==> src/rtl/perf_pkg.sv <==
// perf_pkg
//   Shared types and defaults for the run controller / performance monitor.
//   - run_state_e : run controller state encoding (IDLE, RUN, DONE, TIMEOUT)
//   - CNT_W_DEF   : default width of the cycle/instruction/stall counters
//   - XLEN_DEF    : default width of PC and watched value
//   - cnt_is_max  : helper, true when a counter value sits at its all-ones ceiling
package perf_pkg;

    typedef enum logic [1:0] {
        IDLE    = 2'd0,
        RUN     = 2'd1,
        DONE    = 2'd2,
        TIMEOUT = 2'd3
    } run_state_e;

    localparam int unsigned CNT_W_DEF = 32;
    localparam int unsigned XLEN_DEF  = 32;

    // True when every bit of a (up to 64-bit) counter of width w is set.
    function automatic logic cnt_is_max(input logic [63:0] val, input int unsigned w);
        logic [63:0] ones;
        ones = (w >= 64) ? {64{1'b1}} : ((64'd1 << w) - 64'd1);
        return (val & ones) == ones;
    endfunction

endpackage

==> src/rtl/perf_counter.sv <==
// perf_counter
//   Saturating up-counter used for the cycle, instruction and stall counts.
//   A clear wins over an increment; once the count reaches all-ones it holds.
// Ports
//   clk_i   in  1  clock
//   rst_ni  in  1  asynchronous active-low reset (count -> 0)
//   clr_i   in  1  synchronous clear to 0
//   inc_i   in  1  increment by one unless saturated
//   cnt_o   out W  current count
module perf_counter
    import perf_pkg::*;
#(
    parameter int unsigned W = CNT_W_DEF
) (
    input  logic         clk_i,
    input  logic         rst_ni,
    input  logic         clr_i,
    input  logic         inc_i,
    output logic [W-1:0] cnt_o
);

    logic [W-1:0] cnt_q;
    logic [W-1:0] cnt_d;
    logic         at_max;

    assign at_max = (cnt_q == {W{1'b1}});

    always_comb begin
        cnt_d = cnt_q;
        if (clr_i) begin
            cnt_d = '0;
        end else if (inc_i && !at_max) begin
            cnt_d = cnt_q + W'(1);
        end
    end

    always_ff @(posedge clk_i or negedge rst_ni) begin
        if (!rst_ni) begin
            cnt_q <= '0;
        end else begin
            cnt_q <= cnt_d;
        end
    end

    assign cnt_o = cnt_q;

endmodule

==> src/rtl/perf_run_ctrl.sv <==
// perf_run_ctrl
//   Run controller and performance monitor placed beside the RV32I core.
//   start_i arms a run: counters clear and the current PC is captured. While
//   in RUN every cycle is counted, a PC change counts as a retired
//   instruction, and the run ends when watch_i equals target_i (DONE), when
//   the cycle budget is used up (TIMEOUT) or on abort_i (IDLE). Counts freeze
//   outside RUN until the next start.
//
//   Optional feature macro: PERF_STALL_CNT_EN
//     defined   : stall_cnt_o counts RUN cycles with an unchanged PC
//     undefined : no stall counter is built, stall_cnt_o is tied to 0
//
// Ports
//   clk_i        in  1      core clock
//   rst_ni       in  1      asynchronous active-low reset
//   start_i      in  1      pulse: clear counters, begin run (ignored in RUN)
//   abort_i      in  1      pulse: leave RUN for IDLE, counts kept
//   pc_i         in  XLEN   current fetch PC
//   watch_i      in  XLEN   watched architectural value
//   target_i     in  XLEN   value of watch_i that ends the run
//   running_o    out 1      high in RUN
//   done_o       out 1      high in DONE
//   timeout_o    out 1      high in TIMEOUT
//   cycle_cnt_o  out CNT_W  cycles spent in RUN
//   instr_cnt_o  out CNT_W  PC changes observed in RUN
//   stall_cnt_o  out CNT_W  RUN cycles with unchanged PC (0 when not built)
//
// Handshake note: start_i and abort_i are single-cycle level samples taken
// at the rising edge; there is no ready/ack. abort_i beats every other RUN
// exit, and start_i is only honoured outside RUN.
module perf_run_ctrl
    import perf_pkg::*;
#(
    parameter int unsigned XLEN       = XLEN_DEF,
    parameter int unsigned CNT_W      = CNT_W_DEF,
    parameter int unsigned MAX_CYCLES = 1_000_000
) (
    input  logic             clk_i,
    input  logic             rst_ni,
    input  logic             start_i,
    input  logic             abort_i,
    input  logic [XLEN-1:0]  pc_i,
    input  logic [XLEN-1:0]  watch_i,
    input  logic [XLEN-1:0]  target_i,
    output logic             running_o,
    output logic             done_o,
    output logic             timeout_o,
    output logic [CNT_W-1:0] cycle_cnt_o,
    output logic [CNT_W-1:0] instr_cnt_o,
    output logic [CNT_W-1:0] stall_cnt_o
);

    run_state_e      state_q;
    logic [XLEN-1:0] pc_q;

    logic in_run;
    logic start_ok;
    logic pc_moved;
    logic match;
    logic budget_hit;

    assign in_run   = (state_q == RUN);
    assign start_ok = start_i && !in_run;
    assign pc_moved = (pc_i != pc_q);
    assign match    = (watch_i == target_i);

    // The cycle being counted now is number cycle_cnt+1, so the budget is
    // exhausted when the registered count already equals MAX_CYCLES-1.
    // Compared at 64 bits so a narrow counter never aliases a large budget.
    assign budget_hit = (64'(cycle_cnt_o) == (64'(MAX_CYCLES) - 64'd1));

    // Run state machine; pc_q is reloaded at start and on every RUN cycle so
    // the first RUN cycle compares against the PC seen on the start edge.
    always_ff @(posedge clk_i or negedge rst_ni) begin
        if (!rst_ni) begin
            state_q <= IDLE;
            pc_q    <= '0;
        end else begin
            unique case (state_q)
                RUN: begin
                    pc_q <= pc_i;
                    if (abort_i) begin
                        state_q <= IDLE;
                    end else if (match) begin
                        state_q <= DONE;
                    end else if (budget_hit) begin
                        state_q <= TIMEOUT;
                    end
                end
                IDLE, DONE, TIMEOUT: begin
                    if (start_i) begin
                        state_q <= RUN;
                        pc_q    <= pc_i;
                    end
                end
                default: begin
                    state_q <= IDLE;
                end
            endcase
        end
    end

    // Status outputs decode straight from the state register.
    assign running_o = (state_q == RUN);
    assign done_o    = (state_q == DONE);
    assign timeout_o = (state_q == TIMEOUT);

    perf_counter #(.W(CNT_W)) u_cycle_cnt (
        .clk_i  (clk_i),
        .rst_ni (rst_ni),
        .clr_i  (start_ok),
        .inc_i  (in_run),
        .cnt_o  (cycle_cnt_o)
    );

    perf_counter #(.W(CNT_W)) u_instr_cnt (
        .clk_i  (clk_i),
        .rst_ni (rst_ni),
        .clr_i  (start_ok),
        .inc_i  (in_run && pc_moved),
        .cnt_o  (instr_cnt_o)
    );

`ifdef PERF_STALL_CNT_EN
    perf_counter #(.W(CNT_W)) u_stall_cnt (
        .clk_i  (clk_i),
        .rst_ni (rst_ni),
        .clr_i  (start_ok),
        .inc_i  (in_run && !pc_moved),
        .cnt_o  (stall_cnt_o)
    );
`else
    assign stall_cnt_o = '0;
`endif

endmodule

==> config.mk <==
export PLATFORM = sky130hd
export DESIGN_NAME = perf_run_ctrl
export DESIGN_NICKNAME = d
export VERILOG_FILES = /design/src/rtl/perf_pkg.sv /design/src/rtl/perf_counter.sv /design/src/rtl/perf_run_ctrl.sv
export SDC_FILE = /design/constraint.sdc
export NUM_CORES = 1
export LEC_CHECK = 0
export CORE_MARGIN = 4
export CORE_UTILIZATION = 39
export DETAILED_ROUTE_END_ITERATION = 6
export PLACE_DENSITY = 0.76
export SLEW_MARGIN = 20
export SYNTH_ARGS = -nofsm -noshare
export SYNTH_HDL_FRONTEND = slang
export SYNTH_HIERARCHICAL = 1
export SYNTH_SLANG_ARGS = --single-unit
==> constraint.sdc <==
create_clock -name clk_i -period 4.8 [get_ports clk_i]
set_input_delay 0.72 -clock clk_i [delete_from_list [all_inputs] [get_ports clk_i]]
set_output_delay 0.72 -clock clk_i [all_outputs]
set_load 0.05 [all_outputs]
Word-level counts from Yosys, hierarchy flattened
Index checks and enable logic that the tools add are counted.

storage, ports and cells
  output and inout bits = 99
  input bits = 100
  register bits after elaboration = 98
  word-level logic and storage cells = 39

cells by class
  eq/ne operators = 10
  add/sub/neg operators = 2
  multiplexer cells = 11
  reductions and logical operators = 12

operators with widths
  operator                 count
  $mux W32                 5
  $add A32 B1 Y32 const B  2
  $eq A32 B32 Y1 const B   2
  $pmux W32 S2             1
  $eq A32 B20 Y1 const B   1
  $eq A32 B32 Y1           1
  $ne A32 B32 Y1           1
  $mux W2                  4
  $eq A2 B2 Y1 const B     2
  $logic_and A1 B1 Y1      4
  $ne A4 B2 Y1 const B     1
  $pmux W2 S2              1
  $reduce_bool A2 Y1       2
  $logic_not A1 Y1         3
  $reduce_or A3 Y1         1
  $eq A2 B1 Y1 const B     1
  $logic_not A2 Y1         1
  $ne A2 B2 Y1 const B     1
  $reduce_and A2 Y1        1

Logic depth before layout (Yosys ltp)
  depth in word-level cells = 5
  depth in mapped cells = 11
  mapped depth without buffers = 9

By module
The synthesis kept the hierarchy.

modules (own cells, without submodules)
  module                       instances  area each (um2)  cells an instance
  perf_run_ctrl                1          2349.8           209
  perf_counter at u_cycle_cnt  1          1908.1           201
  perf_counter at u_instr_cnt  1          1843.0           191

Worst setup path after synthesis
No wires, ideal clock.

  path type = in2reg
  from = input pc_i[27]
  to = register u_instr_cnt.cnt_q[16], in the netlist u_instr_cnt/cnt_o[16]
  path buffers = 2
  stages = 11
  data required time = 4.668 ns
  arrival = 2.491 ns
  slack = 2.177 ns
  cells stage by stage = xnor2_1 nand4_1 nor4_1 a21oi_1 clkbuf_2 nand3_1 or3_1 clkbuf_1 a2111oi_2 xnor2_1 nor2_1

on the way
  cells in the longest elaborated chain, start to end = 4

RTL lines
  item                                 RTL line              text
  start: declaration                   perf_run_ctrl.sv:42   input logic [XLEN-1:0] pc_i,
  $ne A32 B32 Y1                       perf_run_ctrl.sv:64   assign pc_moved = (pc_i != pc_q);
  $logic_and A1 B1 Y1                  perf_run_ctrl.sv:120  .inc_i (in_run && pc_moved),
  $logic_and A1 B1 Y1                  perf_counter.sv:32    end else if (inc_i && !at_max) begin
  $reduce_bool A2 Y1 (no source line)  -
  end signal: assignment               perf_counter.sv:41    cnt_q <= cnt_d;
  end: declaration                     perf_counter.sv:22    logic [W-1:0] cnt_q;

Every way passes these cells.
A chain may end at the register's enable or synchronous reset.

Worst setup path after layout
  from = register state_q[1]
  to = output running_o

on the way
  cells in the longest elaborated chain, start to end = 1

RTL lines
  item                      RTL line              text
  start: declaration        perf_run_ctrl.sv:53   run_state_e state_q;
  start signal: assignment  perf_run_ctrl.sv:76   state_q <= IDLE;
  start signal: assignment  perf_run_ctrl.sv:83   state_q <= IDLE;
  start signal: assignment  perf_run_ctrl.sv:85   state_q <= DONE;
  $eq A2 B1 Y1              perf_run_ctrl.sv:104  assign running_o = (state_q == RUN);
  end: declaration          perf_run_ctrl.sv:45   output logic running_o,

Every way passes these cells.

==> flow_summary.toml <==
[synthesis]
ys.warnings.count = 6
synth_top_family_by_area = "simple AND/OR/NAND/NOR gates"
fraction_of_registers_with_async_set_reset_pct = 100
synth_enable_flop_cells = 0
ys_ff_latch = 98
post-synth-top-area-fraction_pct = 40.2
post_synth_xor_xnor_area_pct = 13.1
synth_area_sq_mm = 0.00610
synth_area_leader_cell = "dfrtp_1"
postSynthCellCount = 601
synthAdderAreaFrac_pct = 0.410
seq_area_frac_synth_pct = 40.2
avg_cell_area_syn_sq_um = 10.2
netlist_top_cells_area = "dfrtp_1, xnor2_1, mux2_2"
yosys-mux-area-fraction_pct = 7.03
synth_compound_gate_area_share_pct = 9.76
synthSimpleGateAreaFrac_pct = 22.7
synth_cell_type_count = 63
yosys_most_used_dff = "dfrtp_1"

[timing]
fin_worst_skew_ns = 0.00806
fmaxAchievable_mhz = 323
finalSetupViolCount = 0
tightestPinTransition_ns = 1.00
hold_viol_final = 0
final.min_clock_period_ns = 3.10
fin_ws_ns = 1.70
timing.slew.headroom_pct = 32.4
grt_setup_unrepaired = "no"
setup-tns-final_ns = 0
hold-worst-slack_ns = 0.493
finalCritPeriodShare_pct = 64.5
final_max_slew_viol_count = 0

[clocking]
cts_hold_buf = 0
postCtsSetupBuffers = 0
tritoncts_clock_tree = "done"
cts.clk_slew.worst_paths_ns = 0.07
cts.sink_count = 98
root_buffer = "clkbuf_16"
worst_skew_pair_later_pin_latency_ns = 0.35
cts-buffers-inserted = 9
cts.path.max_buffers = 2
cts_resized = 0
max_h_tree_level = 3

[detailed_routing]
vias_per_cell = 5.14
routed-wl-met2_um = 7420
drcViolationCount = 0
dr.max_layer_used = "met4"
ant_nets = 0
vias = 5020
dr_wl_met3_um = 744
routedLengthMet1_um = 6940
detail_route.first_pass.iterations = 4
avg_wl_per_cell_um = 15.6
total_routed_length_um = 15300
first_iter_violations = 197

[worst_setup_path]
criticalPathCategory = "reg -> out"
endpoint = "running_o"
crit_fanout = 16
worst_path_largest_cell_delay_ns = 0.92
r2r-end = "u_cycle_cnt/cnt_o[18]$_DFFE_PN0P_"
number_of_cell_instances_on_the_worst_register_to_register_path = 8
setup.worst_path.end_class = "output pin"
ff2ff_setup_slack_ns = 1.93
arrival_ns = 2.38
worstSetupStartpoint = "state_q[1]$_DFFE_PN0P_"
path_cells = "inv_1, nand2_1, inv_1, clkdlybuf4s50_1"
timing.critical_path.from_type = "register"
data_required_time_at_the_worst_endpoint_ns = 4.08
cpMaxStageDelayCell = "clkdlybuf4s50_1"
r2r_start = "state_q[1]$_DFFE_PN0P_"
critPathMostFrequentCell = "inv_1"

[die]
die_w_um = 133
start_util_pct = 40.0
fp.dieH_um = 133
boundaryPins = 199
fp-row-count = 45
core_sq_mm = 0.0153
die_area_sq_mm = 0.0177

[power]
power.leakage_nw = 3.02
intPower_mw = 1.50
vdd_drop_max_v = 0.000262
combPwrFrac_pct = 25.4
power.switching_fraction_pct = 32.9
share_clk_of_total_power_pct = 31.6
switchingPower_mw = 0.735
power.share.sequential_pct = 43.0
post-layout-total-power_mw = 2.24
power.density_mw_per_mm2 = 276

[cells_and_area]
layout_commonest_cell = "clkdlybuf4s50_1"
final_design_area_no_fill_sq_mm = 0.00811
layout-drive-gt1-share_pct = 13.2
fin_nets = 863
total_inserted_antenna_cells = 0
mostFrequentLayoutCells = "clkdlybuf4s50_1, dfrtp_1, xnor2_1"
area_growth_pct = 32.9

[global_routing]
maximum_number_of_pins_on_one_net_before_global_route_repair = 68
grt_pass1_vias = 4960
groute.usage.overall_pct = 17.1
grt_first_pass_wirelength_um = 24800
grt.overflow.total = 0
antenna_found_initial = 0

[placement]
detailedPlacementHpwl_um = 11400
gp_routability_congestion = 0.832
port_buffers = 166
postPlaceCellArea_sq_mm = 0.00781
detailedPlace.worstSlack_ns = 1.57

[run_status]
run_status = "finished clean"

[hold_path]
hp-class = "in -> async"

[job]
cap_violations = 0
[worst max-delay path: cells and delay by family, from the launching register on]
kind,cells,cell delay [ns]
buffers and inverters,3,1.51
flip-flops,1,0.37
AND/OR/NAND/NOR,1,0.14
[cell families (layout without fill, tap and decap cells)]
| group | Yosys count | in the layout |
|---|---|---|
| AO/OA/AOI/OAI | 85 | 85 |
| XOR/XNOR | 91 | 91 |
| adder cells (fa/ha/maj) | 2 | 2 |
| buffers and inverters | 64 | 198 |
| flip-flops | 98 | 98 |
| multiplexers | 38 | 38 |
| other | 1 | 32 |
| AND/OR/NAND/NOR | 222 | 222 |
[flip-flops by register name, indices dropped and copies added, names as in the netlist]
name,count
u_instr_cnt/cnt_o,32
u_cycle_cnt/cnt_o,32
state_q,2
pc_q,32
[per-layer routing]
metal / vias up / track usage, %
met2: 139 / 28.2
li1: 2470 / -
met3: 14 / 4.26
met1: 2397 / 22.6
met5: - / 0
met4: 0 / 4.33
[cell type report]
cell class | instances | area [sq um]
Inverter | 11 | 41.3
Clock buffer | 10 | 239
Fill cell | 1365 | 7150
Multi-Input combinational cell | 470 | 3360
Clock inverter | 6 | 55.1
Tap cell | 211 | 264
Timing Repair Buffer | 171 | 1700
Sequential cell | 98 | 2450
[synthesized netlist by cell type, drive strengths merged, types with 2 or more instances]
cell type	instances
o21ai	16
a31oi	2
or4	18
nor3	9
buf	41
or3	16
nand2	28
and2	4
o31ai	15
o311ai	2
inv	11
a21oi	32
nor2b	5
mux2	36
ha	2
nand4	42
o211ai	5
xor2	8
clkbuf	12
dfrtp	98
nand3	17
and3	9
or2	2
nor2	40
and4	4
nor4b	2
mux2i	2
xnor2	83
nor4	23
o2111ai	2
a2111oi	4
[worst min path at each step]
stage / from / slack, ns / to / cells past startpoint
2_1_floorplan: rst_ni / 0.42 / pc_q[0]$_DFFE_PN0P_ / 0
3_5_place_dp: pc_q[6]$_DFFE_PN0P_ / 0.52 / pc_q[6]$_DFFE_PN0P_ / 1
3_3_place_gp: pc_q[15]$_DFFE_PN0P_ / 0.51 / pc_q[15]$_DFFE_PN0P_ / 1
6_report: rst_ni / 0.49 / u_cycle_cnt/cnt_o[12]$_DFFE_PN0P_ / 1
5_1_grt: pc_q[8]$_DFFE_PN0P_ / 0.55 / pc_q[8]$_DFFE_PN0P_ / 1
4_1_cts: rst_ni / 0.52 / u_cycle_cnt/cnt_o[14]$_DFFE_PN0P_ / 1
[through the flow]
stage | std cells | util (%)
2_1_floorplan | 632 | -
3_3_place_gp | 961 | 51.2
3_5_place_dp | 961 | 51.2
4_1_cts | 977 | 53.1
5_1_grt | 977 | 53.1
6_report | 977 | 53.1
[power groups by stage]
stage	Combinational (mW)	Sequential (mW)	Clock, mW
2_1_floorplan	0.296	1.05	0
3_3_place_gp	0.565	0.976	0
3_5_place_dp	0.571	0.977	0
4_1_cts	0.573	0.962	0.738
6_report	0.568	0.962	0.705
5_1_grt	0.612	0.972	0.775
No activity file was read; power rests on OpenSTA's default activity.
